**src/rtl/cpu_pkg.sv**
```systemverilog
// Shared types and opcode patterns for the 9-bit ISA control sequencer.
package cpu_pkg;

  localparam int unsigned INSTR_W = 9;
  localparam int unsigned OP_W    = 5;

  typedef enum logic [2:0] {
    ST_IDLE,
    ST_FETCH,
    ST_DECODE,
    ST_EXEC,
    ST_MEM_WAIT,
    ST_WB,
    ST_HALTED
  } state_t;

  typedef enum logic [1:0] {
    JK_NONE,
    JK_GT,
    JK_GE,
    JK_ALWAYS
  } jump_kind_t;

  localparam logic [INSTR_W-1:0] HALT_INSTR = 9'h1FF;

  // Class patterns over ir[8:4]; '?' bits are don't-care in casez.
  localparam logic [OP_W-1:0] PAT_ALU2    = 5'b00???;
  localparam logic [OP_W-1:0] PAT_ALU2S   = 5'b01???;
  localparam logic [OP_W-1:0] PAT_ALU1_A  = 5'b1010?;
  localparam logic [OP_W-1:0] PAT_ALU1_B  = 5'b10110;
  localparam logic [OP_W-1:0] PAT_JCOND   = 5'b1000?;
  localparam logic [OP_W-1:0] PAT_JMP     = 5'b10010;
  localparam logic [OP_W-1:0] PAT_MEM_REG = 5'b10111;
  localparam logic [OP_W-1:0] PAT_MEM_IMM = 5'b11000;

endpackage

```
**src/rtl/instr_class.sv**
```systemverilog
// Combinational instruction classifier: ir[8:3] -> write enables, memory kind, jump kind.
module instr_class
  import cpu_pkg::*;
(
  input  logic [5:0]  op_i,
  output logic        wr_reg_c,
  output logic        wr_flag_c,
  output logic        is_mem_c,
  output logic        is_store_c,
  output jump_kind_t  jump_c
);

  always_comb begin
    wr_reg_c   = 1'b0;
    wr_flag_c  = 1'b0;
    is_mem_c   = 1'b0;
    is_store_c = 1'b0;
    jump_c     = JK_NONE;
    casez (op_i[5:1])
      // ir[6] selects cmp (flags only) over mov (register only)
      PAT_ALU2: begin
        wr_reg_c  = ~op_i[3];
        wr_flag_c = op_i[3];
      end
      PAT_ALU2S, PAT_ALU1_A, PAT_ALU1_B: begin
        wr_reg_c  = 1'b1;
        wr_flag_c = 1'b1;
      end
      PAT_JCOND:   jump_c = op_i[1] ? JK_GE : JK_GT;
      PAT_JMP:     jump_c = JK_ALWAYS;
      PAT_MEM_REG: begin
        is_mem_c   = 1'b1;
        is_store_c = op_i[0];
      end
      PAT_MEM_IMM: is_mem_c = 1'b1;
      default: ;
    endcase
  end

endmodule

```
**src/rtl/ctrl_fsm.sv**
```systemverilog
// Fetch/decode/execute sequencer: owns pc and ir, resolves jumps, drives
// register/flag write enables and the data-memory request/ready handshake.
module ctrl_fsm
  import cpu_pkg::*;
#(
  parameter int unsigned PC_W  = 10,
  parameter int unsigned CNT_W = 16
) (
  input  logic               clk,
  input  logic               reset,
  input  logic               start,
  input  logic [8:0]         instr,
  input  logic [PC_W-1:0]    jump_target,
  input  logic               flag_gt,
  input  logic               flag_eq,
  input  logic               mem_ready,
  output logic [PC_W-1:0]    pc,
  output logic [8:0]         ir,
  output logic               reg_we,
  output logic               flag_we,
  output logic               mem_req,
  output logic               mem_we,
  output logic               done,
  output logic [CNT_W-1:0]   retired
);

  state_t               state_q, state_d;
  logic [PC_W-1:0]      pc_q, pc_d;
  logic [INSTR_W-1:0]   ir_q, ir_d;
  logic [CNT_W-1:0]     retired_q, retired_d;
  logic                 reg_we_q, reg_we_d;
  logic                 flag_we_q, flag_we_d;
  logic                 mem_req_q, mem_req_d;
  logic                 mem_we_q, mem_we_d;
  logic                 done_q, done_d;

  logic                 dec_wr_reg_c;
  logic                 dec_wr_flag_c;
  logic                 dec_is_mem_c;
  logic                 dec_is_store_c;
  jump_kind_t           dec_jump_c;
  logic                 taken_c;
  logic                 retire_c;

  // ir only loads in DECODE; kept separate so the decoder sees the next ir without a comb loop
  always_comb begin
    ir_d = ir_q;
    if (state_q == ST_DECODE) begin
      ir_d = instr;
    end
  end

  instr_class u_instr_class (
    .op_i       (ir_d[8:3]),
    .wr_reg_c   (dec_wr_reg_c),
    .wr_flag_c  (dec_wr_flag_c),
    .is_mem_c   (dec_is_mem_c),
    .is_store_c (dec_is_store_c),
    .jump_c     (dec_jump_c)
  );

  always_comb begin
    case (dec_jump_c)
      JK_GT:     taken_c = flag_gt;
      JK_GE:     taken_c = flag_gt | flag_eq;
      JK_ALWAYS: taken_c = 1'b1;
      default:   taken_c = 1'b0;
    endcase
  end

  // Next-state, pc and retire counter; enables are registered from the next state
  always_comb begin
    state_d   = state_q;
    pc_d      = pc_q;
    retired_d = retired_q;
    retire_c  = 1'b0;

    case (state_q)
      ST_IDLE, ST_HALTED: begin
        if (start) begin
          state_d   = ST_FETCH;
          pc_d      = '0;
          retired_d = '0;
        end
      end
      ST_FETCH:  state_d = ST_DECODE;
      ST_DECODE: state_d = (instr == HALT_INSTR) ? ST_HALTED : ST_EXEC;
      ST_EXEC: begin
        if (dec_is_mem_c) begin
          state_d = ST_MEM_WAIT;
        end else begin
          state_d  = ST_FETCH;
          retire_c = 1'b1;
          pc_d     = taken_c ? jump_target : pc_q + PC_W'(1);
        end
      end
      ST_MEM_WAIT: begin
        if (mem_ready) begin
          pc_d = pc_q + PC_W'(1);
          if (dec_is_store_c) begin
            state_d  = ST_FETCH;
            retire_c = 1'b1;
          end else begin
            state_d = ST_WB;
          end
        end
      end
      ST_WB: begin
        state_d  = ST_FETCH;
        retire_c = 1'b1;
      end
      default: state_d = ST_IDLE;
    endcase

    if (retire_c && (retired_q != {CNT_W{1'b1}})) begin
      retired_d = retired_q + CNT_W'(1);
    end

    reg_we_d  = ((state_d == ST_EXEC) && dec_wr_reg_c) || (state_d == ST_WB);
    flag_we_d = (state_d == ST_EXEC) && dec_wr_flag_c;
    mem_req_d = (state_d == ST_MEM_WAIT);
    mem_we_d  = (state_d == ST_MEM_WAIT) && dec_is_store_c;
    done_d    = (state_d == ST_HALTED);
  end

  always_ff @(posedge clk or posedge reset) begin
    if (reset) begin
      state_q   <= ST_IDLE;
      pc_q      <= '0;
      ir_q      <= '0;
      retired_q <= '0;
      reg_we_q  <= 1'b0;
      flag_we_q <= 1'b0;
      mem_req_q <= 1'b0;
      mem_we_q  <= 1'b0;
      done_q    <= 1'b0;
    end else begin
      state_q   <= state_d;
      pc_q      <= pc_d;
      ir_q      <= ir_d;
      retired_q <= retired_d;
      reg_we_q  <= reg_we_d;
      flag_we_q <= flag_we_d;
      mem_req_q <= mem_req_d;
      mem_we_q  <= mem_we_d;
      done_q    <= done_d;
    end
  end

  assign pc      = pc_q;
  assign ir      = ir_q;
  assign retired = retired_q;
  assign reg_we  = reg_we_q;
  assign flag_we = flag_we_q;
  assign mem_req = mem_req_q;
  assign mem_we  = mem_we_q;
  assign done    = done_q;

endmodule

```
**config.mk**
```make
export PLATFORM = sky130hd
export DESIGN_NAME = ctrl_fsm
export DESIGN_NICKNAME = d
export VERILOG_FILES = /design/src/rtl/cpu_pkg.sv /design/src/rtl/instr_class.sv /design/src/rtl/ctrl_fsm.sv
export SDC_FILE = /design/constraint.sdc
export NUM_CORES = 1
export LEC_CHECK = 0
export ABC_AREA = 1
export CAP_MARGIN = 5
export CORE_UTILIZATION = 25
export CTS_CLUSTER_DIAMETER = 60
export DETAILED_ROUTE_END_ITERATION = 8
export HOLD_SLACK_MARGIN = 0.06
export PLACE_DENSITY = 0.52
export SYNTH_ARGS = -nofsm -noshare
export SYNTH_HDL_FRONTEND = slang
export SYNTH_HIERARCHICAL = 1
export SYNTH_SLANG_ARGS = --single-unit
```
**constraint.sdc**
```tcl
create_clock -name clk -period 2.7 [get_ports clk]
set_input_delay 0.675 -clock clk [delete_from_list [all_inputs] [get_ports clk]]
set_output_delay 0.675 -clock clk [all_outputs]
set_load 0.01 [all_outputs]
```
==> impl_metrics.ini <==
[outcome]
status = finished clean

[synth]
synthCells = 394
synth-seq-cells = 43
synth_ff_type = dfrtp_1
async_reset_ff_share_pct = 100
syn_area_um2 = 2700
yosys_warnings = 6
avgSynthCellArea_um2 = 6.86
syn_nets = 421
synth-edff-count = 0
ys_seq_area_share_pct = 39.8
synthDistinctLibCells = 32

[sta]
slew_headroom_pct = 68.9
slew_violations = 0
worstMarginPinSlew_ns = 0.466
fmaxAchievable_ghz = 0.404
hold_viol = 0
post-route-period-util_pct = 91.6
finalSetupViolations = 0
min_period_ns = 2.47
clock-skew-final_ns = 0.0189
rsz0062_at_grt = false

[grt]
grt_overflow = 0
grt_max_degree = 42
grt_pass1_wl_um = 12500
antenna_found_initial = 0
grt_pass1_vias = 2634
grt_util_all_layers_pct = 13.8

[clock_network]
hold_buffers = 0
clk_pin_slew_ns = 0.09
cts_sinks = 43
clock_path_buffers = 2
clk_latency_ns = 0.30
cts_tree = done
h-tree-depth = 2
numCtsBuffers = 5
cts_root_buffer = clkbuf_8

[routing]
wl_per_cell_um = 11.9
wl_um = 7400
route.met2.wl_um = 3540
routed.top_layer = met4
drtAntennaViolNets = 0
vias = 2741
dr.first_iter.drc_count = 112
routedLengthMet1_um = 3510
wl_met3_um = 252
drt-pass1-iter-count = 4
drc = 0
viasPerCell = 4.42

[final_layout]
drive_above_1_share_pct = 11.6
n_fill_cell = 1122
syn2layout_area_growth_pct = 39.9
antennaDiodeCount = 0
nets = 511
final_core_util_pct = 36.3
postLayoutCellArea_um2 = 3780
layout_common_cells = nand2_1 (132), clkdlybuf4s50_1 (64), nand3_1 (53)
final_cell_count_no_fill = 620
layout_commonest_cell = nand2_1

[setup_path]
startpoint_type = input port
critical-path-top-delay-family = buffers and inverters
cp_max_fo = 10
path_buf_inv = 6
slowest_delay_ns = 0.46
crit_chain = clkdlybuf4s50_1 -> inv_1 -> o21ai_0 -> buf_4 -> inv_1 -> nand4_1 -> nand2_1 -> buf_4 -> nand2_4 -> nand2_4 -> inv_1 -> nand2_2 -> a21oi_1 -> nand2_1 -> nand2_1
crit_type = input port to register
arrival_ns = 2.72
crit_path_end_kind = register
cpMaxStageDelayCell = clkdlybuf4s50_1
cp.required_ns = 2.95

[floorplan]
pin_count = 65
initial_core_util_pct = 25.9
die_w_um = 106
rows = 37
fp.dieArea_um2 = 11200
die-height_um = 106
coreArea_um2 = 10400

[placement]
place_hpwl_um = 5610
port_buffers = 64
place.gp.congestion = 0.846
placed_cells = 612
place_area_um2 = 3670

[power]
p_per_area_nw_per_um2 = 873
p_leak_nw = 1.77
p_total_mw = 3.30
peakVddDrop_mv = 0.337

[min_path]
hp-class = register to register

[run]
maxCapViolCount = 0
==> where the power goes <==
group	switching, mW	internal, mW
Sequential	0.172	0.811
Combinational	1.02	0.860
Clock	0.230	0.201
Total	1.43	1.87
==> metrics by stage <==
stage | hold slack, ns | setup slack, ns | TNS, ns
2_1_floorplan | 0.509 | 0.00200 | 0
5_1_grt | 0.531 | 0.00792 | 0
6_report | 0.489 | 0.227 | 0
3_5_place_dp | 0.470 | -0.192 | -3.88
4_1_cts | 0.498 | 0.110 | 0
3_3_place_gp | 0.469 | -0.131 | -2.43
==> synth_stat cells, types with 2 or more instances <==
cell      instances  area, µm²
nand2_1         133        499
nand3_1          53        265
inv_1            45        169
dfrtp_1          43       1080
nor2_1           34        128
o21ai_0          17       85.1
nand4_1          10       62.6
nor3_1            9       45.0
xor2_1            6       52.6
inv_2             4       15.0
o21ai_1           4       20.0
a21oi_1           3       15.0
clkbuf_1          3       11.3
nand2_2           3       18.8
nor3_2            3       30.0
xnor2_1           3       26.3
buf_4             2       15.0
ha_1              2       25.0
nand2_4           2       22.5
nand3_2           2       20.0
o22ai_1           2       12.5
==> repair_timing <==
item,4_1_cts,5_1_grt
buffers inserted,0,1
setup endpoints to repair,0,26
gates resized for setup,0,6
endpoints found under the hold margin,0,0
==> state kept, by name (all words and copies together) (netlist names) <==
name / cells
mem_req: 1
ir: 9
flag_we: 1
state_q: 3
mem_we: 1
reg_we: 1
retired: 16
done: 1
pc: 10
==> path summary, 6_finish.rpt <==
path                            cells past startpoint    endpoint  slack [ns]        from
worst max-delay path                               15       pc[9]        0.23    instr[7]
max in group asynchronous                           3       ir[1]        1.69       reset
worst min-delay path                                2       ir[0]        0.49       ir[0]
min in group asynchronous                           2       pc[9]        0.55       reset
worst min register to register                      2       ir[0]        0.49       ir[0]
worst max register to register                     15  retired[0]        0.27  state_q[1]
==> final cells by class <==
cell class	instances	area (µm²)	share of cell area, %
Clock buffer	6	82.6	2.19
Clock inverter	1	5.00	0.132
Inverter	49	184	4.87
Multi-Input combinational cell	295	1410	37.4
Sequential cell	43	1080	28.5
Tap cell	136	170	4.50
Timing Repair Buffer	90	848	22.5
==> tightest hold or removal path: cells and delay by family, from the launching register on <==
| family | cells | cell delay, ns |
|---|---|---|
| flip-flops | 1 | 0.36 |
| AND/OR/NAND/NOR | 2 | 0.10 |
==> kinds of logic (layout without fill, tap and decap cells) <==
family,Yosys count,after routing,synth area share (%)
simple gates,254,254,41.6
buf+inv,56,146,8.38
flops,43,43,39.8
compound gates,30,30,6.35
xor+xnor,9,9,2.92
fa+ha+maj,2,2,0.926
==> per-layer routing <==
metal / vias up / GRT usage (%)
met2: 46 / 23.0
met1: 1245 / 18.3
met5: - / 0
met3: 7 / 2.15
li1: 1443 / -
met4: 0 / 4.17
No activity file was read; power rests on OpenSTA's default activity.
